## config.mk

```make
export PLATFORM = sky130hd
export DESIGN_NAME = pipeline_hazard_ctrl
export DESIGN_NICKNAME = d
export VERILOG_FILES = /design/src/rtl/pipeline_hazard_ctrl.sv
export SDC_FILE = /design/constraint.sdc
export NUM_CORES = 1
export LEC_CHECK = 0
export BUFFER_PORTS_ARGS = -buffer_cell sky130_fd_sc_hd__clkbuf_2
export CAP_MARGIN = 30
export CORE_AREA = 2 2 39 41
export DETAILED_ROUTE_END_ITERATION = 8
export DIE_AREA = 0 0 41 43
export GPL_ROUTABILITY_DRIVEN = 0
export PLACE_DENSITY = 0.66
export REMOVE_ABC_BUFFERS = 1
export SKIP_CTS_REPAIR_TIMING = 1
export SYNTH_ARGS = -nofsm -noshare
export SYNTH_HDL_FRONTEND = slang
export SYNTH_SLANG_ARGS = --single-unit
```

## constraint.sdc

```tcl
create_clock -name clk -period 1.39 [get_ports clk]
set_input_delay 0.0695 -clock clk [delete_from_list [all_inputs] [get_ports clk]]
set_output_delay 0.0695 -clock clk [all_outputs]
set_load 0.02 [all_outputs]
```

## src/rtl/pipeline_hazard_ctrl.sv

```systemverilog
// Pipeline control for the RV32I core: per-stage valids, buffer load enables, redirect squash,
// load-use bubble and the I/D memory response handshake. Perf counters exist when PIPE_PERF_CNT_EN is defined.
module pipeline_hazard_ctrl #(
    parameter int NSTAGE  = 5,
    parameter int EX_STG  = 2,
    parameter int MEM_STG = 3,
    parameter int CNT_W   = 32
) (
    input  logic              clk,
    input  logic              rst,
    input  logic              inst_mem_resp,
    output logic              inst_mem_read,
    input  logic              data_rd_req,
    input  logic              data_wr_req,
    input  logic              data_mem_resp,
    output logic              data_mem_read,
    output logic              data_mem_write,
    input  logic              ex_is_jal,
    input  logic              ex_is_jalr,
    input  logic              ex_is_br,
    input  logic              br_en,
    input  logic              load_use,
    output logic              advance,
    output logic [1:0]        pc_mux_sel,
    output logic [NSTAGE-1:0] stage_load,
    output logic [NSTAGE-1:0] stage_valid
`ifdef PIPE_PERF_CNT_EN
    ,
    output logic [CNT_W-1:0]  stall_cnt,
    output logic [CNT_W-1:0]  flush_cnt
`endif
);

    if (NSTAGE < 4 || NSTAGE > 8 || EX_STG < 1 || MEM_STG <= EX_STG ||
        MEM_STG >= NSTAGE || CNT_W < 1) begin : g_param_check
        $error("pipeline_hazard_ctrl: illegal parameter combination");
    end

    typedef enum logic [1:0] {
        RUN    = 2'd0,
        I_DONE = 2'd1,
        D_DONE = 2'd2
    } mem_state_e;

    mem_state_e        state_q, state_d;
    logic [NSTAGE-1:0] valid_q, valid_d;
    logic              i_done, d_done;
    logic              dreq, ig, dg;
    logic              redir, bubble;

    always_ff @(posedge clk or negedge rst) begin
        if (!rst) begin
            state_q <= RUN;
            valid_q <= NSTAGE'(1);
        end else begin
            state_q <= state_d;
            valid_q <= valid_d;
        end
    end

    // Done flags live in the FSM state: each remembers a response until its partner arrives.
    always_comb begin
        state_d        = state_q;
        i_done         = (state_q == I_DONE);
        d_done         = (state_q == D_DONE);
        dreq           = valid_q[MEM_STG] & (data_rd_req | data_wr_req);
        ig             = i_done | inst_mem_resp;
        dg             = ~dreq | d_done | data_mem_resp;
        advance        = rst & ig & dg;
        inst_mem_read  = rst & ~i_done;
        data_mem_read  = rst & dreq & data_rd_req & ~d_done;
        data_mem_write = rst & dreq & data_wr_req & ~d_done;

        if (advance) begin
            state_d = RUN;
        end else begin
            case (state_q)
                RUN: begin
                    if (inst_mem_resp && !dg) begin
                        state_d = I_DONE;
                    end else if (dreq && data_mem_resp && !ig) begin
                        state_d = D_DONE;
                    end
                end
                default: state_d = state_q;
            endcase
        end
    end

    always_comb begin
        redir      = valid_q[EX_STG] & (ex_is_jal | ex_is_jalr | (ex_is_br & br_en));
        bubble     = load_use & ~redir;
        pc_mux_sel = 2'd0;
        if (rst && valid_q[EX_STG]) begin
            if (ex_is_jalr) begin
                pc_mux_sel = 2'd2;
            end else if (ex_is_jal || (ex_is_br && br_en)) begin
                pc_mux_sel = 2'd1;
            end
        end

        for (int i = 0; i < NSTAGE; i++) begin
            stage_load[i] = advance & ~(bubble & (i < EX_STG));
        end

        // Redirect squashes the two youngest instructions; otherwise load-use freezes the front end.
        valid_d = valid_q;
        if (advance) begin
            valid_d = {valid_q[NSTAGE-2:0], 1'b1};
            if (redir) begin
                valid_d[EX_STG:1] = '0;
            end else if (bubble) begin
                valid_d[EX_STG-1:0] = valid_q[EX_STG-1:0];
                valid_d[EX_STG]     = 1'b0;
            end
        end
    end

    assign stage_valid = valid_q;

`ifdef PIPE_PERF_CNT_EN
    logic [CNT_W-1:0] stall_cnt_q, flush_cnt_q;

    always_ff @(posedge clk or negedge rst) begin
        if (!rst) begin
            stall_cnt_q <= '0;
            flush_cnt_q <= '0;
        end else begin
            if (!advance || bubble) begin
                stall_cnt_q <= stall_cnt_q + CNT_W'(1);
            end
            if (advance && redir) begin
                flush_cnt_q <= flush_cnt_q + CNT_W'(1);
            end
        end
    end

    assign stall_cnt = stall_cnt_q;
    assign flush_cnt = flush_cnt_q;
`endif

endmodule

```

==> results.json, run 1 <==
{
  "status": "complete, but fails checks",
  "violations": "setup timing",
  "maxCapViolations": 0,
  "grt_max_degree": 13,
  "power.density_mw_per_mm2": 1530,
  "yosysWarnings": 0,
  "synth_cell_types": 29,
  "cp_common_cell": "buf_6",
  "antenna_found_initial": 0,
  "setup.worst_path.end_class": "output port",
  "clk_pin_slew_ns": 0.05,
  "fmax_ghz": 0.685,
  "hold_viol": 0,
  "post-route-drc-count": 0,
  "final_cell_mix": "clkbuf_2, buf_6, buf_4, dfrtp_1",
  "root_buffer": "clkbuf_4",
  "drive_above_1_share_pct": 60.0,
  "dpl.hpwl_um": 812,
  "slew_viol_final": 0,
  "irDropWorstVdd_uv": 681,
  "nets": 92,
  "ys_seq_area_share_pct": 38.4,
  "area_growth_pct": 62.9,
  "grt_pass1_vias": 363,
  "layout_min_cycle_time_ns": 1.46,
  "grt_util_met2_pct": 17.8,
  "path_depth": 5,
  "die-area_mm2": 0.00176,
  "worst_hold_slack_ns": 0.0825,
  "die_x_um": 41,
  "critPathLaunchType": "flop",
  "finalSetupViolCount": 7,
  "cp.required_ns": 1.32,
  "clock_sinks": 7,
  "finalInstanceArea_um2": 748,
  "slowest_delay_ns": 0.42,
  "clk_latency_ns": 0.24,
  "ioPinCount": 27,
  "synth_seq_cells": 7,
  "layout_commonest_cell": "clkbuf_2",
  "cp_cell_sequence": "nor2b_4 -> o21ai_4 -> a21oi_4 -> buf_6 -> buf_6",
  "timing.final.ws_setup_ns": -0.0690,
  "cp_top_family": "flip-flops",
  "port_buffers": 26,
  "hold_depth": 2,
  "antenna_cells": 0,
  "critPathSlowestCell": "dfrtp_1",
  "cts_tree": "yes",
  "timing.critical_path.buf_inv": 2,
  "initial_core_util_pct": 33.2,
  "wirelength_mm": 1.07,
  "placedCellCount": 88,
  "final_antenna_net_count": 0,
  "tightest_slew_ns": 0.275,
  "cp.arrival_ns": 1.39,
  "gr-usage-met1_pct": 13.0,
  "finalCritPeriodShare_pct": 105,
  "rows": 14,
  "finalNonFillerCells": 96,
  "relSlewSlack_pct": 81.5,
  "p_leak_nw": 0.372,
  "grt_pass1_wl_mm": 1.32,
  "wl_per_cell_um": 11.1,
  "grtUsageMet3_pct": 1.57,
  "r2r_cells": 5,
  "dpl_cell_area_um2": 602,
  "cts_buffers": 3,
  "drtPass1Iterations": 2,
  "drt_iter0_drc": 3,
  "grt_overflow_total": 0,
  "worstSetupPathType": "reg -> out",
  "viasPerCell": 4.69,
  "htree_levels": 1,
  "num_vias": 450,
  "cp_max_fo": 6,
  "clock_path_buffers": 2,
  "rsz0062_at_grt": "yes",
  "fin_setup_tns_ns": -0.427,
  "grt_usage_pct": 11.3,
  "postSynthCellCount": 47,
  "skew_ns": 0.00516,
  "die_h_um": 43,
  "busiest_layer": "met2",
  "hp-class": "in -> reg",
  "syn_area_um2": 459,
  "syn_area_per_cell_um2": 9.77,
  "coreArea_mm2": 0.00138
}
## final timing paths
check | from | endpoint | slack [ns]
max in group asynchronous | rst | state_q[0] | 0.76
max reg2reg | state_q[0] | stage_valid[4] | -0.06
min | data_mem_resp | state_q[0] | 0.08
min reg2reg | stage_valid[4] | stage_valid[4] | 0.52
min in group asynchronous | rst | stage_valid[2] | 0.42
max | state_q[0] | advance | -0.07
## cell usage after synthesis (all sizes together)
cell type  number  area, um2
dfrtp           6        150
buf             4       30.0
nor2            4       17.5
a21oi           3       26.3
inv             3       11.3
mux2            3       33.8
nand2           3       11.3
o21ai           3       18.8
and2            2       13.8
and3            2       12.5
a211o           1       8.76
a21boi          1       7.51
a21o            1       7.51
a221oi          1       15.0
and2b           1       7.51
dfstp           1       26.3
nand2b          1       6.26
nor2b           1       13.8
nor3            1       5.00
nor3b           1       7.51
o22ai           1       6.26
o2bb2ai         1       8.76
o31ai           1       7.51
or2             1       6.26
## state kept, by name, indices dropped and copies added (netlist names)
| name | cells |
|---|---|
| stage_valid | 5 |
| state_q | 2 |
## per-stage QoR
step	power (mW)	util, %	setup slack (ns)
global placement	0.852	43.5	0.0714
CTS	1.04	45.4	-0.189
floorplan	0.675	-	-0.396
detailed placement	0.861	43.5	0.0703
global route	1.22	54.1	-0.134
finish	1.15	54.1	-0.0690
## cells by family after synthesis
| logic type | synth area share [%] |
|---|---|
| buf+inv | 8.99 |
| compound gates | 23.2 |
| mux | 7.36 |
| flops | 38.4 |
| simple gates | 22.1 |
## layout make-up
class                      instances  area, um2
clock buffer                       4       26.3
fill                             126        636
inverter                           3       11.3
multi-input combinational         33        280
sequential                         7        176
tap                               16       20.0
timing repair buffer              33        234
## worst reg2reg max path: stages, from the launching register on
cell and delay, ns:
dfrtp_1 0.42, nor2b_4 0.20, o21ai_4 0.08, a21oi_4 0.18, buf_4 0.14, mux2_2 0.31
## routing by layer
metal	vias to the layer above	wire [um]
met5	-	0
met4	0	0
met3	0	54
met2	12	591
met1	206	423
li1	232	-
## power breakdown
| group | internal [mW] | total, mW | switching [mW] |
|---|---|---|---|
| Combinational | 0.277 | 0.608 | 0.331 |
| Clock | 0.109 | 0.176 | 0.0669 |
| Sequential | 0.278 | 0.363 | 0.0843 |
| Total | 0.664 | 1.15 | 0.482 |
(Power assumes the default switching activity.)
==> inputs of run 2 (changes only) <==
--- a/config.mk
+++ b/config.mk
@@ -8,6 +8,7 @@
 export BUFFER_PORTS_ARGS = -buffer_cell sky130_fd_sc_hd__clkbuf_2
 export CAP_MARGIN = 30
 export CORE_AREA = 2 2 39 41
+export CTS_BUF_LIST = sky130_fd_sc_hd__clkbuf_8
 export DETAILED_ROUTE_END_ITERATION = 8
 export DIE_AREA = 0 0 41 43
 export GPL_ROUTABILITY_DRIVEN = 0
==> run 2 against run 1 <==
Effect of this change: the run still ends with setup timing left; die area unchanged; critical path type unchanged; critical path depth unchanged; non-clock buffer count unchanged.
==> results.json, run 2 (synthesis results as in run 1) <==
{
  "port_buffers": 26,
  "slew_viol_final": 0,
  "hold_depth": 2,
  "tightest_slew_ns": 0.275,
  "worstSetupPathType": "reg -> out",
  "cts_buffers": 3,
  "hold_viol": 0,
  "rsz0062_at_grt": "yes",
  "r2r_slack_ns": -0.04,
  "final_cell_mix": "clkbuf_2, buf_4, dfrtp_1, inv_1",
  "nets": 92,
  "maxCapViolations": 0,
  "cp.required_ns": 1.32,
  "hp-class": "in -> reg",
  "met1Wirelength_um": 424,
  "wl_per_cell_um": 10.8,
  "clk_pin_slew_ns": 0.04,
  "largest_reg_flops": 5,
  "p_leak_nw": 0.380,
  "clock_path_buffers": 2,
  "cp_cell_sequence": "nor2b_4 -> o21ai_4 -> a21oi_4 -> buf_6 -> buf_4",
  "initial_core_util_pct": 33.2,
  "antenna_cells": 0,
  "grt_overflow_total": 0,
  "grt_usage_pct": 12.5,
  "area_growth_pct": 61.3,
  "cp_max_fo": 6,
  "timing.final.ws_setup_ns": -0.0453,
  "die_h_um": 43,
  "ioPinCount": 27,
  "slowest_delay_ns": 0.42,
  "grt_pass1_vias": 361,
  "critPathLaunchType": "flop",
  "r2r_cells": 5,
  "die_x_um": 41,
  "fin_setup_tns_ns": -0.283,
  "wirelength_mm": 1.04,
  "drive_above_1_share_pct": 57.5,
  "finalSetupViolCount": 9,
  "clk_latency_ns": 0.22,
  "rows": 14,
  "clock_sinks": 7,
  "fmax_ghz": 0.697,
  "cts_tree": "yes",
  "critPathSlowestCell": "dfrtp_1",
  "nFillCells": 128,
  "drt_iter0_drc": 1,
  "num_vias": 454,
  "status": "complete, but fails checks",
  "antenna_found_initial": 0,
  "drtPass1Iterations": 2,
  "skew_ns": 0.00296,
  "irDropWorstVdd_uv": 847,
  "layout_commonest_cell": "clkbuf_2",
  "coreArea_mm2": 0.00138,
  "layout_min_cycle_time_ns": 1.44,
  "grt_max_degree": 13,
  "final_antenna_net_count": 0,
  "htree_levels": 1,
  "wl_met3_um": 74,
  "dr.max_layer_used": "met4",
  "wl_met2_um": 505,
  "dpl.hpwl_um": 812,
  "power.density_mw_per_mm2": 1630,
  "die-area_mm2": 0.00176,
  "post-route-drc-count": 0,
  "finalCritPeriodShare_pct": 103,
  "violations": "setup timing",
  "grt_pass1_wl_mm": 1.35,
  "worst_hold_slack_ns": 0.102,
  "viasPerCell": 4.73,
  "relSlewSlack_pct": 81.5,
  "setup.worst_path.end_class": "output port",
  "cp.arrival_ns": 1.37,
  "root_buffer": "clkbuf_8"
}
==> run 2: path summary, 6_finish.rpt <==
kind	from	to
worst max-delay path	state_q[0]	advance
worst min-delay path	data_mem_resp	state_q[0]
worst max register to register	state_q[0]	stage_valid[4]
worst min register to register	stage_valid[4]	stage_valid[4]
max in group asynchronous	rst	stage_valid[3]
min in group asynchronous	rst	stage_valid[2]
==> run 2: worst max-delay path: cells and delay by family, from the launching register on <==
family / cells / cell delay [ns]
compound gates: 2 / 0.24
simple gates: 1 / 0.20
buf+inv: 2 / 0.28
flops: 1 / 0.42
==> run 2: metal layers <==
metal  GRT usage, %  vias to the layer above
li1               -                      229
met1           13.0                      206
met2           17.8                       15
met3           4.71                        4
met4           12.0                        0
met5              0                        -
==> run 2: cell type report <==
type,count,area (um2),area share (%)
clock buffers,3,41.3,5.57
clock inverters,1,3.75,0.507
inverters,3,11.3,1.52
multi-input cells,33,272,36.7
flip-flops and latches,7,176,23.8
well taps,16,20.0,2.70
repair buffers,33,216,29.2
==> run 2: power breakdown <==
group          internal (mW)  total, mW  switching, mW
logic                  0.258      0.579          0.321
registers              0.279      0.362         0.0826
clock network          0.190      0.270         0.0800
total                  0.727       1.21          0.484
==> run 2: metrics by stage <==
| step | instance area, um2 | total power, mW | cells | utilization [%] | setup WS [ns] |
|---|---|---|---|---|---|
| after global placement | 602 | 0.852 | 88 | 43.5 | 0.0714 |
| after global routing | 741 | 1.29 | 96 | 53.5 | -0.107 |
| after floorplan | 429 | 0.675 | 43 | - | -0.396 |
| after CTS | 647 | 1.14 | 92 | 46.7 | -0.163 |
| final | 741 | 1.21 | 96 | 53.5 | -0.0453 |
| after detailed placement | 602 | 0.861 | 88 | 43.5 | 0.0703 |
